`src/rtl/sample_packer_if.sv`:
```
// Sample-in / packet-word-out handshake bundle for sample_packer.
// master = sample source and packet FIFO side; slave = the packer itself.
interface sample_packer_if;
  logic        sample_valid;
  logic [2:0]  sample_data;
  logic        sample_ready;
  logic        flush;
  logic        packet_full;
  logic        packet_write;
  logic [15:0] packet_data;

  modport master (
    output sample_valid,
    output sample_data,
    output flush,
    output packet_full,
    input  sample_ready,
    input  packet_write,
    input  packet_data
  );

  modport slave (
    input  sample_valid,
    input  sample_data,
    input  flush,
    input  packet_full,
    output sample_ready,
    output packet_write,
    output packet_data
  );
endinterface

```
`src/rtl/sample_packer.sv`:
```
// Packs 3-bit samples into a continuous LSB-first bitstream of 16-bit packet words,
// with a one-word output register, zero-padded flush and drop accounting.
module sample_packer #(
  parameter int unsigned COUNT_WIDTH = 32
) (
  input  logic                   clk_sample,
  input  logic                   reset_n,
  sample_packer_if.slave         bus,
  output logic                   overflow,
  output logic [COUNT_WIDTH-1:0] total_sample_count,
  output logic [COUNT_WIDTH-1:0] dropped_count
);

  logic [17:0]            acc_q, acc_d;
  logic [4:0]             acc_bits_q, acc_bits_d;
  logic                   out_valid_q, out_valid_d;
  logic [15:0]            out_data_q, out_data_d;
  logic                   flush_pending_q, flush_pending_d;
  logic                   overflow_q, overflow_d;
  logic [COUNT_WIDTH-1:0] total_q, total_d;
  logic [COUNT_WIDTH-1:0] dropped_q, dropped_d;

  logic slot_free;
  logic ready;
  logic accept;
  logic drop;
  logic pop;

  always_comb begin
    slot_free = !out_valid_q || !bus.packet_full;
    ready     = reset_n && slot_free && !flush_pending_q;
    accept    = bus.sample_valid && ready;
    drop      = bus.sample_valid && !ready;
    pop       = out_valid_q && !bus.packet_full;
  end

  assign bus.sample_ready    = ready;
  assign bus.packet_write    = pop;
  assign bus.packet_data     = out_data_q;
  assign overflow            = overflow_q;
  assign total_sample_count  = total_q;
  assign dropped_count       = dropped_q;

  always_comb begin
    acc_d           = acc_q;
    acc_bits_d      = acc_bits_q;
    out_valid_d     = out_valid_q && !pop;
    out_data_d      = out_data_q;
    flush_pending_d = flush_pending_q;
    overflow_d      = overflow_q;
    total_d         = total_q;
    dropped_d       = dropped_q;

    if (accept) begin
      // Bits above acc_bits are always zero, so OR-ing in the new sample is safe.
      acc_d      = acc_q | (18'(bus.sample_data) << acc_bits_q);
      acc_bits_d = acc_bits_q + 5'd3;
      total_d    = total_q + 1'b1;
    end

    if (drop) begin
      overflow_d = 1'b1;
      if (dropped_q != {COUNT_WIDTH{1'b1}}) begin
        dropped_d = dropped_q + 1'b1;
      end
    end

    // A word can only complete on an accept, which already required a free slot.
    if (acc_bits_d >= 5'd16) begin
      out_valid_d = 1'b1;
      out_data_d  = acc_d[15:0];
      acc_d       = acc_d >> 16;
      acc_bits_d  = acc_bits_d - 5'd16;
    end else if (flush_pending_q && (acc_bits_d != 5'd0) && slot_free) begin
      out_valid_d = 1'b1;
      out_data_d  = acc_d[15:0];
      acc_d       = '0;
      acc_bits_d  = 5'd0;
    end

    if (flush_pending_q) begin
      if (acc_bits_q == 5'd0) begin
        flush_pending_d = 1'b0;
      end
    end else if (bus.flush) begin
      flush_pending_d = 1'b1;
    end
  end

  always_ff @(posedge clk_sample or negedge reset_n) begin
    if (!reset_n) begin
      acc_q           <= '0;
      acc_bits_q      <= '0;
      out_valid_q     <= 1'b0;
      out_data_q      <= '0;
      flush_pending_q <= 1'b0;
      overflow_q      <= 1'b0;
      total_q         <= '0;
      dropped_q       <= '0;
    end else begin
      acc_q           <= acc_d;
      acc_bits_q      <= acc_bits_d;
      out_valid_q     <= out_valid_d;
      out_data_q      <= out_data_d;
      flush_pending_q <= flush_pending_d;
      overflow_q      <= overflow_d;
      total_q         <= total_d;
      dropped_q       <= dropped_d;
    end
  end

endmodule

```
`src/flat_wrapper.sv`:
```
// flat-port wrapper written by rule: the top's interface ports become plain ports
module sample_packer_flat 
#(
  parameter int unsigned COUNT_WIDTH = 32
)
  (clk_sample, reset_n, overflow, total_sample_count, dropped_count, bus_sample_valid, bus_sample_data, bus_flush, bus_packet_full, bus_sample_ready, bus_packet_write, bus_packet_data);
  sample_packer_if bus_i ();
  input  logic clk_sample;
  input  logic reset_n;
  output logic overflow;
  output logic [COUNT_WIDTH-1:0] total_sample_count;
  output logic [COUNT_WIDTH-1:0] dropped_count;
  input wire logic [$bits(bus_i.sample_valid)-1:0] bus_sample_valid;
  input wire logic [$bits(bus_i.sample_data)-1:0] bus_sample_data;
  input wire logic [$bits(bus_i.flush)-1:0] bus_flush;
  input wire logic [$bits(bus_i.packet_full)-1:0] bus_packet_full;
  output wire logic [$bits(bus_i.sample_ready)-1:0] bus_sample_ready;
  output wire logic [$bits(bus_i.packet_write)-1:0] bus_packet_write;
  output wire logic [$bits(bus_i.packet_data)-1:0] bus_packet_data;
  assign bus_i.sample_valid = bus_sample_valid;
  assign bus_i.sample_data = bus_sample_data;
  assign bus_i.flush = bus_flush;
  assign bus_i.packet_full = bus_packet_full;
  assign bus_sample_ready = bus_i.sample_ready;
  assign bus_packet_write = bus_i.packet_write;
  assign bus_packet_data = bus_i.packet_data;
  sample_packer #(.COUNT_WIDTH(COUNT_WIDTH)) u_core (.clk_sample(clk_sample), .reset_n(reset_n), .bus(bus_i), .overflow(overflow), .total_sample_count(total_sample_count), .dropped_count(dropped_count));
endmodule
```
`config.mk`:
```
export PLATFORM = sky130hd
export DESIGN_NAME = sample_packer_flat
export DESIGN_NICKNAME = d
export VERILOG_FILES = /design/src/rtl/sample_packer_if.sv /design/src/rtl/sample_packer.sv /design/src/flat_wrapper.sv
export SDC_FILE = /design/constraint.sdc
export NUM_CORES = 1
export LEC_CHECK = 0
export CORE_MARGIN = 8
export CORE_UTILIZATION = 45
export CTS_CLUSTER_SIZE = 10
export DETAILED_ROUTE_END_ITERATION = 10
export HOLD_SLACK_MARGIN = 0.15
export PLACE_DENSITY = 0.68
export RECOVER_POWER = 50
export SYNTH_ARGS = -nofsm -noshare
export SYNTH_HDL_FRONTEND = slang
export SYNTH_SLANG_ARGS = --single-unit
```
`constraint.sdc`:
```
create_clock -name clk_sample -period 2.7 [get_ports clk_sample]
set_clock_uncertainty 0.1 [all_clocks]
set_input_delay 0.27 -clock clk_sample [delete_from_list [all_inputs] [get_ports clk_sample]]
set_output_delay 0.27 -clock clk_sample [all_outputs]
set_load 0.01 [all_outputs]
```
# Word-level counts from Yosys, hierarchy flattened
# Index checks and enable logic that the tools add are counted.
[totals]
ff_bits = 106
rom_bits = 0
latchBits = 0
output_inout_bits = 83
memories = 0
mem_bits_rw = 0
[op_classes]
multipliers = 0
n_bitwise = 1
n_reduce_logical = 18
magnitude_cmp = 1
mux = 13
n_eq_ne = 1
n_div = 0
n_addsub = 4
shifts = 1
[ops]
columns = ["cell", "count"]
rows = [
  ["$add A32 B1 Y32 const B", 2],
  ["$mux W18", 3],
  ["$mux W16", 2],
  ["$ne A32 B32 Y1 const B", 1],
  ["$or A18 B18 Y18", 1],
  ["$shl A3 B5 Y18", 1],
  ["$mux W5", 3],
  ["$logic_and A1 B1 Y1", 8],
  ["$add A5 B2 Y5 const B", 1],
  ["$ge A5 B5 Y1 const B", 1],
  ["$logic_not A1 Y1", 5],
  ["$logic_not A5 Y1", 1],
  ["$mux W1", 5],
  ["$reduce_bool A5 Y1", 1],
  ["$sub A5 B5 Y5 const B", 1],
  ["$reduce_and A2 Y1", 1],
  ["$reduce_bool A2 Y1", 1],
  ["$logic_or A1 B1 Y1", 1],
]

# Logic depth before layout (Yosys ltp)
[logic_depth]
ltp_word = 11
depth_mapped = 9
ltp_nobuf = 7

# Worst setup path after synthesis
# OpenSTA, ideal clock, no wires.
[synth_timing]
path_type = "flip-flop to flip-flop"
from = "register u_core.acc_bits_q[0]"
to = "register u_core.out_data_q[3] (netlist: u_core.bus.packet_data[3])"
setup_ns = 0.130
t_required_ns = 2.470
setup_slack_ns = 0.524
path_buffers = 2
arrival_ns = 1.946
stages_incl_launch_ff = 10
path_cell_list = "dfrtp_1 clkbuf_1 inv_1 ha_1 nand3b_1 nor4_1 xnor2_1 nand2_2 buf_4 mux2i_1"
[synth_between]
elab_chain_len = 6
word_cells_on_any_way = 12
classes_between = "1 x add/sub; 1 x order compare; 1 x shift; 4 x mux; 1 x bitwise; 4 x reduce/logical"
[synth_rtl]
columns = ["item", "line", "rtl"]
rows = [
  ["start: declaration", "sample_packer.sv:15", "logic [4:0] acc_bits_q, acc_bits_d;"],
  ["start signal: assignment", "sample_packer.sv:102", "acc_bits_q <= acc_bits_d;"],
  ["branches (longest 6 deep; another with $add A5 B2 Y5)", "-", ""],
  ["end signal: assignment", "sample_packer.sv:104", "out_data_q <= out_data_d;"],
  ["end: declaration", "sample_packer.sv:17", "logic [15:0] out_data_q, out_data_d;"],
]
# Parallel ways; which one is timed is not known. The select of a mux whose other input is x is not followed.
# A chain may end at the register's enable or synchronous reset.

# Final worst setup path
[layout_timing]
from = "input port reset_n"
to = "output port bus_sample_ready"
[layout_between]
elab_chain_len = 2
[layout_rtl]
columns = ["item", "line", "rtl"]
rows = [
  ["start: declaration", "flat_wrapper.sv:9", "input logic reset_n;"],
  ["$logic_and A1 B1 Y1 (2 in series)", "sample_packer.sv:31", "ready = reset_n && slot_free && !flush_pending_q;"],
  ["end: declaration", "flat_wrapper.sv:17", "output wire logic [$bits(bus_i.sample_ready)-1:0] bus_sample_ready;"],
]
# Every way passes these cells.

==> results.py <==
metrics = {
    "timing": {
        "setup_viol": 0,
        "tightest_slew_ns": 1.18,
        "maxSlewViolCount": 0,
        "rsz0062_at_grt": "false",
        "max_freq_mhz": 398,
        "slew_headroom": 0.215,
        "fin_tns_setup_ns": 0,
        "fin_crit_sh": 0.931,
        "layout_min_cycle_time_ns": 2.51,
        "hold_violations": 0,
    },
    "power": {
        "power_density_nw_per_um2": 587,
        "swShare": 0.331,
        "p_total_mw": 3.58,
        "intPower_mw": 2.39,
        "p_comb_frac": 0.221,
        "leakage_nw": 2.91,
        "pwr-share-clk": 0.253,
        "ir_drop_v": 0.000320,
        "p_sw_mw": 1.18,
        "p_seq_frac": 0.525,
    },
    "synth": {
        "ys.flop_type": "dfrtp_1",
        "async_flop_share": 1.00,
        "synth_top_area_frac": 0.547,
        "avgSynthCellArea_um2": 10.8,
        "ys_warn_count": 0,
        "ys_types": 45,
        "synth_fp_nets": 459,
        "ys_seq_area_frac": 0.547,
        "ys_ff_latch": 106,
        "synth_edf_count": 0,
        "synth_area_leaders": "dfrtp_1, xnor2_1, mux2i_1",
        "synth_area_um2": 4850,
        "synthCells": 448,
        "yosys.area.top_type": "dfrtp_1",
    },
    "clock_tree": {
        "clk_pin_slew_worst_paths_ns": 0.11,
        "holdBufCountCts": 1,
        "clockBufferDepth": 2,
        "cts_tree": "done",
        "cts-buffers-inserted": 9,
        "post_cts_resized": 0,
        "cts_sinks": 106,
        "htreeDepth": 3,
        "insertion_delay_ns": 0.37,
        "cts-root-buf": "clkbuf_8",
        "cts_setup_buffers": 0,
    },
    "global_route": {
        "globalRouteMet3Util": 0.0390,
        "grt_usage": 0.159,
        "grt_util_met1": 0.205,
        "grt_max_degree": 89,
        "grt_pass1_vias": 3692,
        "grt-ovfl-total": 0,
        "antenna_found_initial": 0,
        "use_met2": 0.253,
        "grt_pass1_wl_um": 18700,
        "busiest_layer": "met2",
    },
    "placement": {
        "gp_congestion": 0.835,
        "io_buffers": 90,
        "dpl.hpwl_um": 8170,
        "placed_cell_area_um2": 5940,
    },
    "floorplan": {
        "die-width_um": 120,
        "io_pins": 91,
        "dieArea_um2": 14400,
        "die_height_um": 120,
        "start_util": 0.453,
        "core_area_um2": 10700,
        "num_rows": 38,
    },
    "flow_run": {
        "max-cap-violations": 0,
    },
    "setup_path": {
        "required_ns": 2.33,
        "cp_max_fo": 21,
        "reg2reg_depth": 8,
        "cp-end-kind": "primary output",
        "criticalPathCategory": "primary input to primary output",
        "start_kind": "primary input",
        "arrival_ns": 2.14,
    },
    "layout": {
        "final_util": 0.569,
        "drive_gt1_frac": 0.0652,
        "regArea_um2": 2650,
        "antenna_cells": 0,
        "finalNetCount": 558,
        "post-route-cell-area_um2": 6090,
        "area_growth_pct": 25.5,
        "nFillCells": 971,
        "multi_input_area_um2": 2030,
    },
    "detailed_routing": {
        "wire_per_inst_um": 16.0,
        "vias": 3657,
        "postRouteAntennaNets": 0,
        "wirelength_um": 11100,
        "dr.pass1.iters": 4,
        "drc": 0,
        "avgViaCountPerCell": 5.28,
        "drtIter0Drc": 318,
    },
    "outcome": {
        "status": "completed",
    },
    "worst_hold_path": {
        "hold_path.class": "primary input to async pin",
    },
}
cell usage in the layout (no fill, tap or decap), types with 11 or more instances in the layout:
| master | synthesis | routed |
|---|---|---|
| xor2_1 | 16 | 16 |
| nand4_1 | 21 | 21 |
| xnor2_1 | 49 | 49 |
| mux2i_1 | 18 | 18 |
| dlygate4sd3_1 | 0 | 83 |
| dfrtp_1 | 106 | 106 |
| and4_1 | 11 | 11 |
| nand2_1 | 35 | 35 |
| a21oi_1 | 11 | 11 |
| nand3_1 | 26 | 26 |
| inv_1 | 23 | 23 |
| nor2_1 | 40 | 40 |
registers in the layout, indices dropped and copies added (netlist names):
| signal | flops |
|---|---|
| u_core.dropped_count | 32 |
| u_core.out_valid_q | 1 |
| u_core.acc_bits_q | 5 |
| u_core.total_sample_count | 32 |
| u_core.flush_pending_q | 1 |
| u_core.acc_q | 18 |
| u_core.overflow | 1 |
| u_core.bus.packet_data | 16 |
layout make-up:
class / instances / share of cell area
multi-input combinational: 307 / 0.333
timing repair buffer: 100 / 0.159
clock buffer: 9 / 0.0203
clock inverter: 7 / 0.00884
inverter: 23 / 0.0142
sequential: 106 / 0.436
tap: 140 / 0.0288
critical path, stage by stage:
cell	delay [ns]
dlygate4sd3_1	0.53
buf_4	0.28
nor2b_1	0.31
nand2_1	0.14
inv_1	0.07
clkdlybuf4s50_1	0.54
routing by layer:
| metal | vias up | routed length (µm) |
|---|---|---|
| li1 | 1746 | - |
| met1 | 1796 | 5020 |
| met2 | 98 | 5150 |
| met3 | 17 | 685 |
| met4 | 0 | 206 |
| met5 | - | 0 |
worst paths after layout:
path	start	end	slack, ns
worst min-delay path	reset_n	u_core.total_sample_count[16]	0.21
max in group asynchronous	reset_n	u_core.dropped_count[31]	0.79
worst max register to register	u_core.acc_bits_q[0]	u_core.bus.packet_data[0]	0.27
min in group clk_sample	bus_flush	u_core.flush_pending_q	0.39
worst min register to register	u_core.acc_q[11]	u_core.acc_q[11]	0.39
worst max-delay path	reset_n	bus_sample_ready	0.19
through the flow:
| step | instances | hold WS (ns) | worst slack (ns) |
|---|---|---|---|
| floorplan | 448 | -0.126 | 0.524 |
| global placement | 675 | 0.0701 | 0.251 |
| detailed placement | 675 | 0.0741 | 0.204 |
| CTS | 692 | 0.210 | 0.152 |
| global route | 692 | 0.232 | 0.0552 |
| finish | 692 | 0.207 | 0.187 |
synthesized netlist by cell type, types with 2 or more instances:
cell,n
xnor2_1,49
and4_1,11
a31oi_1,10
ha_1,3
buf_2,3
nor4_4,2
and3_1,10
nand2_1,35
and2_1,4
o22ai_1,2
nor2b_1,6
mux2i_1,18
mux2_2,4
dfrtp_1,106
a21oi_1,11
nand3_1,26
inv_1,23
nand3b_1,2
o31ai_1,2
nor4_1,3
nand4_1,21
clkbuf_1,7
xor2_1,16
nand2b_1,3
nor3_1,10
buf_4,2
nor2_1,40
nand4_2,2
power groups by stage:
stage               Clock (mW)  Sequential [mW]  Combinational [mW]
floorplan                    0             1.87               0.521
detailed placement           0             1.91               0.835
global placement             0             1.91               0.819
global route             0.986             1.91               0.886
CTS                      0.932             1.88               0.842
finish                   0.906             1.88               0.791
cells by family (layout without fill, tap and decap cells):
group / Yosys count / count (layout) / synth area share
AND/OR/NAND/NOR: 183 / 183 / 0.208
flip-flops: 106 / 106 / 0.547
XOR/XNOR: 65 / 65 / 0.117
buffers and inverters: 35 / 139 / 0.0294
AO/OA/AOI/OAI: 33 / 33 / 0.0436
multiplexers: 22 / 22 / 0.0464
adder cells (fa/ha/maj): 3 / 3 / 0.00774
other: 1 / 1 / 0.000773
(Power assumes the default switching activity.)
